==> src/rtl/ex_issue_stage.sv <==
// rtl/ex_issue_stage.sv - execute-stage front end: ID/EX and EX/MEM registers, flags, branch redirect
module ex_issue_stage #(
  parameter int WIDTH = 16,
  parameter int RD_W  = 3
) (
  input  logic             clk,
  input  logic             rst,
  input  logic             in_valid,
  output logic             in_ready,
  input  logic [2:0]       in_op,
  input  logic [WIDTH-1:0] in_a,
  input  logic [WIDTH-1:0] in_b,
  input  logic [RD_W-1:0]  in_rd,
  input  logic [1:0]       in_br,
  input  logic [WIDTH-1:0] in_target,
  output logic [2:0]       alu_op,
  output logic [WIDTH-1:0] alu_a,
  output logic [WIDTH-1:0] alu_b,
  input  logic [WIDTH-1:0] alu_result,
  input  logic             alu_z,
  input  logic             alu_v,
  input  logic             alu_n,
  output logic             out_valid,
  input  logic             out_ready,
  output logic [WIDTH-1:0] out_result,
  output logic [RD_W-1:0]  out_rd,
  output logic             flag_z,
  output logic             flag_v,
  output logic             flag_n,
  output logic             redirect_valid,
  output logic [WIDTH-1:0] redirect_pc
);

  logic             s1_valid;
  logic [2:0]       s1_op;
  logic [WIDTH-1:0] s1_a;
  logic [WIDTH-1:0] s1_b;
  logic [RD_W-1:0]  s1_rd;
  logic [1:0]       s1_br;
  logic [WIDTH-1:0] s1_target;

  logic s1_is_br;
  logic s1_adv;
  logic accept;
  logic br_cond;
  logic br_taken;
  logic s2_load;

  assign alu_op = s1_valid ? s1_op : 3'b000;
  assign alu_a  = s1_valid ? s1_a  : '0;
  assign alu_b  = s1_valid ? s1_b  : '0;

  // Branches never occupy S2, so they advance regardless of downstream backpressure.
  assign s1_is_br = (s1_br != 2'b00);
  assign s1_adv   = s1_valid && (s1_is_br || !out_valid || out_ready);
  assign in_ready = !rst && (!s1_valid || s1_adv);
  assign accept   = in_valid && in_ready;
  assign s2_load  = s1_adv && !s1_is_br;

  // Condition comes from the branch's own ALU evaluation, not the architectural flags.
  always_comb begin
    br_cond = 1'b0;
    case (s1_br)
      2'b01:   br_cond = alu_z;
      2'b10:   br_cond = !alu_z;
      2'b11:   br_cond = alu_n;
      default: br_cond = 1'b0;
    endcase
  end

  assign br_taken = s1_adv && s1_is_br && br_cond;

  always_ff @(posedge clk) begin
    if (rst) begin
      s1_valid       <= 1'b0;
      s1_op          <= '0;
      s1_a           <= '0;
      s1_b           <= '0;
      s1_rd          <= '0;
      s1_br          <= '0;
      s1_target      <= '0;
      out_valid      <= 1'b0;
      out_result     <= '0;
      out_rd         <= '0;
      flag_z         <= 1'b0;
      flag_v         <= 1'b0;
      flag_n         <= 1'b0;
      redirect_valid <= 1'b0;
      redirect_pc    <= '0;
    end else begin
      redirect_valid <= br_taken;
      if (br_taken) begin
        redirect_pc <= s1_target;
      end

      // The op accepted alongside a taken branch is wrong-path: handshake completes, entry is dropped.
      if (accept) begin
        s1_valid  <= !br_taken;
        s1_op     <= in_op;
        s1_a      <= in_a;
        s1_b      <= in_b;
        s1_rd     <= in_rd;
        s1_br     <= in_br;
        s1_target <= in_target;
      end else if (s1_adv) begin
        s1_valid <= 1'b0;
      end

      if (s2_load) begin
        out_valid  <= 1'b1;
        out_result <= alu_result;
        out_rd     <= s1_rd;
        flag_z     <= alu_z;
        flag_v     <= alu_v;
        flag_n     <= alu_n;
      end else if (out_valid && out_ready) begin
        out_valid <= 1'b0;
      end
    end
  end

endmodule

==> config.mk <==
export PLATFORM = sky130hd
export DESIGN_NAME = ex_issue_stage
export DESIGN_NICKNAME = d
export VERILOG_FILES = /design/src/rtl/ex_issue_stage.sv
export SDC_FILE = /design/constraint.sdc
export NUM_CORES = 1
export LEC_CHECK = 0
export ABC_AREA = 1
export ABC_CLOCK_PERIOD_IN_PS = 3300
export CELL_PAD_IN_SITES_DETAIL_PLACEMENT = 1
export CELL_PAD_IN_SITES_GLOBAL_PLACEMENT = 2
export CORE_MARGIN = 8
export CORE_UTILIZATION = 25
export CTS_CLUSTER_SIZE = 8
export DETAILED_ROUTE_END_ITERATION = 10
export GPL_TIMING_DRIVEN = 1
export PLACE_DENSITY_LB_ADDON = 0.1
export SYNTH_ARGS = -nofsm -noshare
export SYNTH_HDL_FRONTEND = slang
export SYNTH_SLANG_ARGS = --single-unit
==> constraint.sdc <==
create_clock -name clk -period 3.3 [get_ports clk]
set_input_delay 0.33 -clock clk [delete_from_list [all_inputs] [get_ports clk]]
set_output_delay 0.33 -clock clk [all_outputs]
set_load 0.01 [all_outputs]
==> results.cfg, run 1 <==
[cells_and_area]
drive_above_1_share_pct = 4.53
multiInputGateArea_sq_um = 1670
diodes = 0
mostFrequentLayoutCells = 185 x nand2_1, 152 x clkdlybuf4s50_1, 134 x inv_1
final-instance-count-excl-fill = 1020
layout.nets = 869
final_area_sq_um = 6340
regArea_sq_um = 1940
fillers = 2179
final_common_cell = nand2_1
syn_to_final_growth_pct = 45.7

[hold_path]
hp-class = reg -> reg
hold_depth = 2
min_from = out_rd[2]$_SDFFE_PP0P_
whs_endpoint = out_rd[2]$_SDFFE_PP0P_

[power_and_ir_drop]
ir_drop_uv = 242
p_per_area_nw_per_um2 = 452
power.leakage_nw = 3.05

[sta]
fin_crit_sh_pct = 72.3
drv_slew = 0
rsz0062_at_grt = false
clock.fmax_mhz = 419
tightest_slew_ns = 0.786
setup-tns-final_ns = 0
setup_violations = 0
hold_viol = 0
fin_crit_ns = 2.38
clock_skew_ns = 0.00784
max_slew_margin_pct = 47.5

[die]
fp.dieArea_sq_um = 21900
fp-row-count = 48
initial_core_util_pct = 25.3
io_pins = 155
die_y_microns = 148
core-area_sq_um = 17200
die_w_microns = 148

[clocking]
cts_tree = built
numCtsBuffers = 9
ctsResizeCount = 0
holdBufCountCts = 0
clockRootBuffer = clkbuf_16
clk_latency_ns = 0.35
post-cts-setup-buffers = 0
clk_pin_slew_ns = 0.06
cts_sinks = 97
cts-htree-levels = 3
ctsLongestPathBuffers = 2

[global_route]
grt_pass1_wl_microns = 24200
grt_overflow = 0
grt_pass1_vias = 4722
antenna_found_initial = 1
grt_max_degree = 60
grt_util_all_layers_pct = 13.8

[yosys]
ys_seq_elements = 97
yosysWarningCount = 0
synth_top_cell_area_share_pct = 44.6
netlist_instances = 662
synth_area_sq_um = 4350
synth_area_per_cell_sq_um = 6.57
yosysSeqAreaShare_pct = 44.6
synth_area_leaders = dfxtp_1 45%, nand2_1 16%, inv_1 12%
synth_cell_types = 17
synth_nets = 741
synth_top_area_cell = dfxtp_1

[placed_design]
placed_area_sq_um = 6010
dp_hpwl_microns = 10300
dp.cells = 1004
place.gp.congestion = 0.725
port_buffers = 154

[worst_setup_path]
reg2reg_to = s1_b[8]$_SDFFE_PP0P_
crit_family = buffers and inverters
crit_chain = clkdlybuf4s50_1 -> inv_1 -> nand2_1 -> inv_1 -> nand3_2 -> nand2_1 -> inv_1 -> clkdlybuf4s50_1
r2r_cells = 6
cp-start-kind = primary input
path_max_fanout = 22
r2r_setup_slack_ns = 1.32
cp_slowest_cell = clkdlybuf4s50_1
cp_common_cell = inv_1
max_stage_delay_ns = 0.51
worstPathArrival_ns = 2.05
endpoint_kind = output pin
worstSetupPathType = in -> out
required_ns = 2.97
cp_num_buf_inv = 5
r2r_start = s1_valid$_SDFFE_PP0P_

[routing]
drc = 0
num_vias = 4399
drt_iter0_markers = 160
wl_per_cell_microns = 14.6
final_antenna_net_count = 0
firstDrtPassIters = 4
routed_wl_microns = 14900
vias_per_cell = 4.31

[job]
cap_violations = 0

[run_status]
status = completed
==> cells in the mapped netlist (all sizes together) <==
| cell type | count |
|---|---|
| a21oi | 24 |
| buf | 21 |
| clkbuf | 25 |
| dfxtp | 97 |
| inv | 136 |
| nand2 | 185 |
| nand3 | 5 |
| nand4 | 56 |
| nor2 | 91 |
| o21ai | 22 |
==> stage by stage <==
stage	total power (W)	util [%]	worst slack [ns]	hold WS, ns
6_report	0.00286	36.9	0.916	0.448
5_1_grt	0.00302	36.9	0.749	0.467
4_1_cts	0.00292	36.9	0.832	0.451
3_5_place_dp	0.00173	35.0	0.852	0.439
3_3_place_gp	0.00172	35.0	0.868	0.433
2_1_floorplan	0.00150	-	1.86	0.454
==> how the worst max path moves through the flow <==
stage	slack [ns]	cells past startpoint	from	to
floorplan	1.86	6	rst	in_ready
global placement	0.87	8	out_ready	in_ready
detailed placement	0.85	10	out_ready	s1_b[6]$_SDFFE_PP0P_
CTS	0.83	8	out_ready	in_ready
global route	0.75	8	out_ready	in_ready
finish	0.92	8	out_ready	in_ready
==> per-layer routing <==
layer | vias up | GRT usage [%] | share of wire, %
met1 | 2055 | 16.3 | 44
met5 | - | 0 | 0.081
met3 | 14 | 3.55 | 5.9
met2 | 91 | 23.6 | 48
li1 | 2237 | - | -
met4 | 2 | 5.05 | 1.4
==> registers in the layout, indices dropped and copies added (netlist names), 3 cells and up <==
register,cells
out_rd,3
s1_a,16
s1_b,16
s1_rd,3
out_result,16
s1_target,16
redirect_pc,16
s1_op,3
==> worst min-delay path: stages (launching register included) <==
cell,delay [ns]
dfxtp_1,0.31
inv_1,0.05
a21oi_1,0.05
==> area by class of cell <==
| type | count | share of cell area, % |
|---|---|---|
| timing repair buffer | 163 | 25.2 |
| clock buffer | 11 | 3.99 |
| tap | 225 | 4.44 |
| sequential | 97 | 30.7 |
| clock inverter | 5 | 1.22 |
| multi-input combinational | 383 | 26.4 |
| inverter | 136 | 8.08 |
==> power breakdown <==
part / switching (W) / internal [W] / leakage [nW]
Sequential: 0.0000423 / 0.00125 / 0.798
Combinational: 0.000203 / 0.000207 / 2.09
Clock: 0.000462 / 0.000703 / 0.162
Total: 0.000707 / 0.00216 / 3.05
==> logic make-up after synthesis <==
family	share of synthesized area, %
buffers and inverters	17.1
and+or+nand+nor	33.0
AOI/OAI and AO/OA	5.29
DFF	44.6
Note: power is estimated with default switching activity, not from simulation.
==> run 2, diff against run 1 <==
ABC_CLOCK_PERIOD_IN_PS = 2480   (was 3300)
CORE_UTILIZATION = 23   (was 25)
clock period = 2.48 ns   (was 3.3 ns; I/O delays follow)
==> run 2 against run 1 <==
Net effect:
- sequential share of layout area hardly changed
- utilization down 2.8 points
- highest routed layer unchanged
- sequential power rose by 33%
- die area grew 7.7%
- largest power group unchanged
- worst hold slack got worse by 0.063 ns
- sequential cell count is the same
- setup slack got worse by 0.50 ns
- via count is 0.68% lower
- clock power up 19%
==> results.cfg, run 2 (same netlist as run 1, synthesis figures left out) <==
[clocking]
holdBufCountCts = 0
ctsLongestPathBuffers = 2
cts-htree-levels = 3
cts_tree = built
cts_sinks = 97
post-cts-setup-buffers = 0
clk_latency_ns = 0.35
numCtsBuffers = 9
clockRootBuffer = clkbuf_16
ctsResizeCount = 0
clk_pin_slew_ns = 0.07

[routing]
routed_wl_microns = 15000
drc = 0
vias_per_cell = 4.24
drt_iter0_markers = 141
num_vias = 4369
firstDrtPassIters = 4
wl_per_cell_microns = 14.6
final_antenna_net_count = 0

[worst_setup_path]
worstPathArrival_ns = 1.82
crit_chain = buf_12 -> nand2_1 -> inv_1 -> clkdlybuf4s50_1
worstSetupPathType = reg -> out
cp_slowest_cell = dfxtp_2
required_ns = 2.23
max_stage_delay_ns = 0.57
endpoint_kind = output pin
path_max_fanout = 23
crit_family = buffers and inverters
cp_num_buf_inv = 3
cp-start-kind = register

[placed_design]
place.gp.congestion = 0.698
dp_hpwl_microns = 10200
dp.cells = 1015
port_buffers = 154

[global_route]
grt_pass1_wl_microns = 24400
grt_overflow = 0
grt_pass1_vias = 4590
antenna_found_initial = 1
grt_util_all_layers_pct = 12.9
grt_max_degree = 96

[sta]
clock_skew_ns = 0.0133
hold_viol = 0
fin_crit_ns = 2.07
fin_crit_sh_pct = 83.3
rsz0062_at_grt = false
setup-tns-final_ns = 0
clock.fmax_mhz = 484
setup_violations = 0
max_slew_margin_pct = 54.5
tightest_slew_ns = 0.682
drv_slew = 0

[die]
fp.dieArea_sq_um = 23600
die_y_microns = 154
core-area_sq_um = 18600
initial_core_util_pct = 23.3
io_pins = 155
fp-row-count = 50
die_w_microns = 154

[cells_and_area]
final_common_cell = nand2_1
diodes = 0
layout.nets = 871
multiInputGateArea_sq_um = 1670
mostFrequentLayoutCells = 185 x nand2_1, 152 x clkdlybuf4s50_1, 134 x inv_1
syn_to_final_growth_pct = 45.9
fillers = 2318
drive_above_1_share_pct = 4.77
regArea_sq_um = 1940
final-instance-count-excl-fill = 1031

[power_and_ir_drop]
p_per_area_nw_per_um2 = 575
ir_drop_uv = 299
power.leakage_nw = 3.04

[run_status]
status = completed

[hold_path]
hp-class = in -> reg

[job]
cap_violations = 0
==> run 2: cell types whose count changed in the layout (fill, tap and decap cells not counted), sizes merged <==
cell | previous run | this run
inv | 135 | 138
clkinvlp | 1 | 2
buf | 11 | 13
clkbuf | 11 | 10
clkinv | 3 | 2
bufinv | 2 | 0
==> run 2: metal layers <==
layer | part of all wire, % | global-route usage, % | vias to the layer above
li1 | - | - | 2243
met1 | 45 | 15.0 | 2023
met2 | 49 | 22.4 | 86
met3 | 5.3 | 3.56 | 15
met4 | 1.1 | 4.06 | 2
met5 | 0.087 | 0 | -
==> run 2: layout make-up <==
type	count	share of cell area, %
clock buffers	10	3.77
inverters	136	8.06
repair buffers	165	25.8
multi-input cells	383	26.3
clock inverters	6	0.788
flip-flops and latches	97	30.6
well taps	234	4.61
==> run 2: worst register-to-register path: stages (launching register included) <==
cell and delay (ns):
dfxtp_1 0.44, nor2_4 0.07, nand3_2 0.08, buf_4 0.19
buf_4 0.50, nand4_1 0.23, nand2_1 0.11
==> run 2: power breakdown <==
| group | switching, W | internal (W) |
|---|---|---|
| Sequential | 0.0000572 | 0.00166 |
| Combinational | 0.000268 | 0.000281 |
| Clock | 0.000661 | 0.000721 |
==> run 2: per-stage QoR <==
step                      hold slack (ns)  util [%]  setup slack (ns)  area [sq um]  power [W]
final                               0.385      34.0             0.413          6350    0.00365
after global routing                0.400      34.0             0.299          6350    0.00386
after CTS                           0.373      34.0             0.342          6350    0.00374
after detailed placement            0.435      32.5             0.407          6060    0.00232
after global placement              0.433      32.5             0.478          6060    0.00230
after floorplan                     0.402         -              1.21          4350    0.00200
==> run 2: final timing paths <==
check / start / endpoint / slack, ns / depth (start not counted)
max: s1_valid$_SDFFE_PP0P_ / alu_b[1] / 0.41 / 4
min: in_valid / s1_valid$_SDFFE_PP0P_ / 0.38 / 3
max reg2reg: s1_br[0]$_SDFFE_PP0P_ / s1_rd[1]$_SDFFE_PP0P_ / 0.81 / 6
min reg2reg: flag_v$_SDFFE_PP0P_ / flag_v$_SDFFE_PP0P_ / 0.44 / 2
==> run 3, diff against run 2 <==
ABC_CLOCK_PERIOD_IN_PS = 2000   (was 2480)
clock period = 2 ns   (was 2.48 ns; I/O delays follow)
==> run 3 against run 2 <==
Net effect:
- sequential share of layout area decreased by 0.20 points
- cell count increased by 0.39%
- power increased by 22%
- clock skew decreased by 0.0079 ns
- die area unchanged
- via count decreased by 0.16%
- largest power group unchanged
==> results.cfg, run 3 (same netlist as run 1, synthesis figures left out) <==
[run_status]
status = completed

[power_and_ir_drop]
p_int_w = 0.00333
clockPowerShare_pct = 36.8
power.leakage_nw = 3.07
power_frac_seq_pct = 47.5
p_sw_w = 0.00114
ir_drop_uv = 383
p_per_area_nw_per_um2 = 698
p_sw_share_pct = 25.5
power.total_w = 0.00446
power_frac_comb_pct = 15.7

[sta]
tightest_slew_ns = 0.678
setup_violations = 0
drv_slew = 0
setup-tns-final_ns = 0
rsz0062_at_grt = false
clock_skew_ns = 0.00542
clock.fmax_mhz = 541
fin_crit_ns = 1.85
hold_viol = 0
fin_hold_ws_ns = 0.259
fin_crit_sh_pct = 92.5
max_slew_margin_pct = 54.8

[worst_setup_path]
crit_chain = buf_4 -> nand2_1 -> inv_1 -> clkdlybuf4s50_1
required_ns = 1.80
r2r_cells = 7
cp-start-kind = register
r2r_start = s1_valid$_SDFFE_PP0P_
path_depth = 4
worstPathArrival_ns = 1.65
max_stage_delay_ns = 0.54
endpoint_kind = output pin
worstSetupPathType = reg -> out
path_max_fanout = 23
reg2reg_to = s1_target[11]$_SDFFE_PP0P_
cp_num_buf_inv = 3
crit_family = buffers and inverters
r2r_setup_slack_ns = 0.49
cp_slowest_cell = clkdlybuf4s50_1

[global_route]
antenna_found_initial = 2
grt.busiest_layer = met2
grt_overflow = 0
grt_max_degree = 60
grtUsageMet1_pct = 15.0
grt_use_met3_pct = 3.31
grt_pass1_wl_microns = 24300
grt_pass1_vias = 4673
grt_util_all_layers_pct = 12.8
use_met2_pct = 22.5

[routing]
routed_wl_microns = 15100
firstDrtPassIters = 4
drt_iter0_markers = 135
wl_per_cell_microns = 14.6
final_antenna_net_count = 0
drc = 0
vias_per_cell = 4.21
num_vias = 4362

[hold_path]
hp-class = in -> reg
whs_endpoint = s1_b[2]$_SDFFE_PP0P_
min_from = in_valid
hold_depth = 3

[die]
io_pins = 155
initial_core_util_pct = 23.3
die_w_microns = 154
fp-row-count = 50
core-area_sq_um = 18600
fp.dieArea_sq_um = 23600
die_y_microns = 154

[cells_and_area]
drive_above_1_share_pct = 4.87
syn_to_final_growth_pct = 46.9
final_common_cell = nand2_1
layout.nets = 875
final_area_sq_um = 6390
fillers = 2303
mostFrequentLayoutCells = 185 x nand2_1, 152 x clkdlybuf4s50_1, 134 x inv_1
final-instance-count-excl-fill = 1035
diodes = 0

[clocking]
ctsResizeCount = 0
cts-htree-levels = 3
numCtsBuffers = 9
clk_pin_slew_ns = 0.06
cts_sinks = 97
post-cts-setup-buffers = 0
clockRootBuffer = clkbuf_16
holdBufCountCts = 0
clk_latency_ns = 0.34
cts_tree = built
ctsLongestPathBuffers = 2

[placed_design]
dp.cells = 1019
port_buffers = 154
placed_area_sq_um = 6110
place.gp.congestion = 0.703
dp_hpwl_microns = 10500

[job]
cap_violations = 0
[run 3: how the worst max path moves through the flow]
| stage | end | from | slack, ns |
|---|---|---|---|
| floorplan | in_ready | out_valid$_SDFFE_PP0P_ | 0.81 |
| global placement | s1_b[15]$_SDFFE_PP0P_ | out_ready | 0.16 |
| detailed placement | s1_b[6]$_SDFFE_PP0P_ | out_ready | 0.14 |
| CTS | alu_b[0] | s1_valid$_SDFFE_PP0P_ | 0.09 |
| global route | alu_a[6] | s1_valid$_SDFFE_PP0P_ | 0.03 |
| finish | alu_b[2] | s1_valid$_SDFFE_PP0P_ | 0.15 |
[run 3: power by group through the flow]
stage | combinational [W] | clock, W | sequential [W]
6_report | 0.000699 | 0.00164 | 0.00212
5_1_grt | 0.000777 | 0.00181 | 0.00214
4_1_cts | 0.000715 | 0.00174 | 0.00212
3_5_place_dp | 0.000712 | 0 | 0.00217
3_3_place_gp | 0.000697 | 0 | 0.00216
2_1_floorplan | 0.000308 | 0 | 0.00217
[run 3: per-stage QoR]
stage	setup slack (ns)	utilization, %
final	0.150	34.3
after global routing	0.0346	34.3
after CTS	0.0895	34.3
after global placement	0.160	32.8
after floorplan	0.812	-
after detailed placement	0.142	32.8
[run 3: metal layers]
layer / up-vias / part of all wire (%)
li1: 2243 / -
met1: 2012 / 46
met2: 88 / 48
met3: 15 / 4.6
met4: 4 / 1.1
met5: - / 0.19
[run 3: area by class of cell]
cell class / instances / area [sq um] / share of cell area, %
clock inverters: 2 / 12.5 / 0.196
flip-flops and latches: 97 / 1940 / 30.4
clock buffers: 14 / 264 / 4.13
well taps: 234 / 293 / 4.58
inverters: 136 / 512 / 8.01
multi-input cells: 383 / 1670 / 26.2
repair buffers: 169 / 1690 / 26.5
[run 3: worst reg2reg max path: cells and delay by family, from the launching register on]
family	cells	cell delay (ns)
buf+inv	3	0.66
flops	1	0.32
simple gates	4	0.42
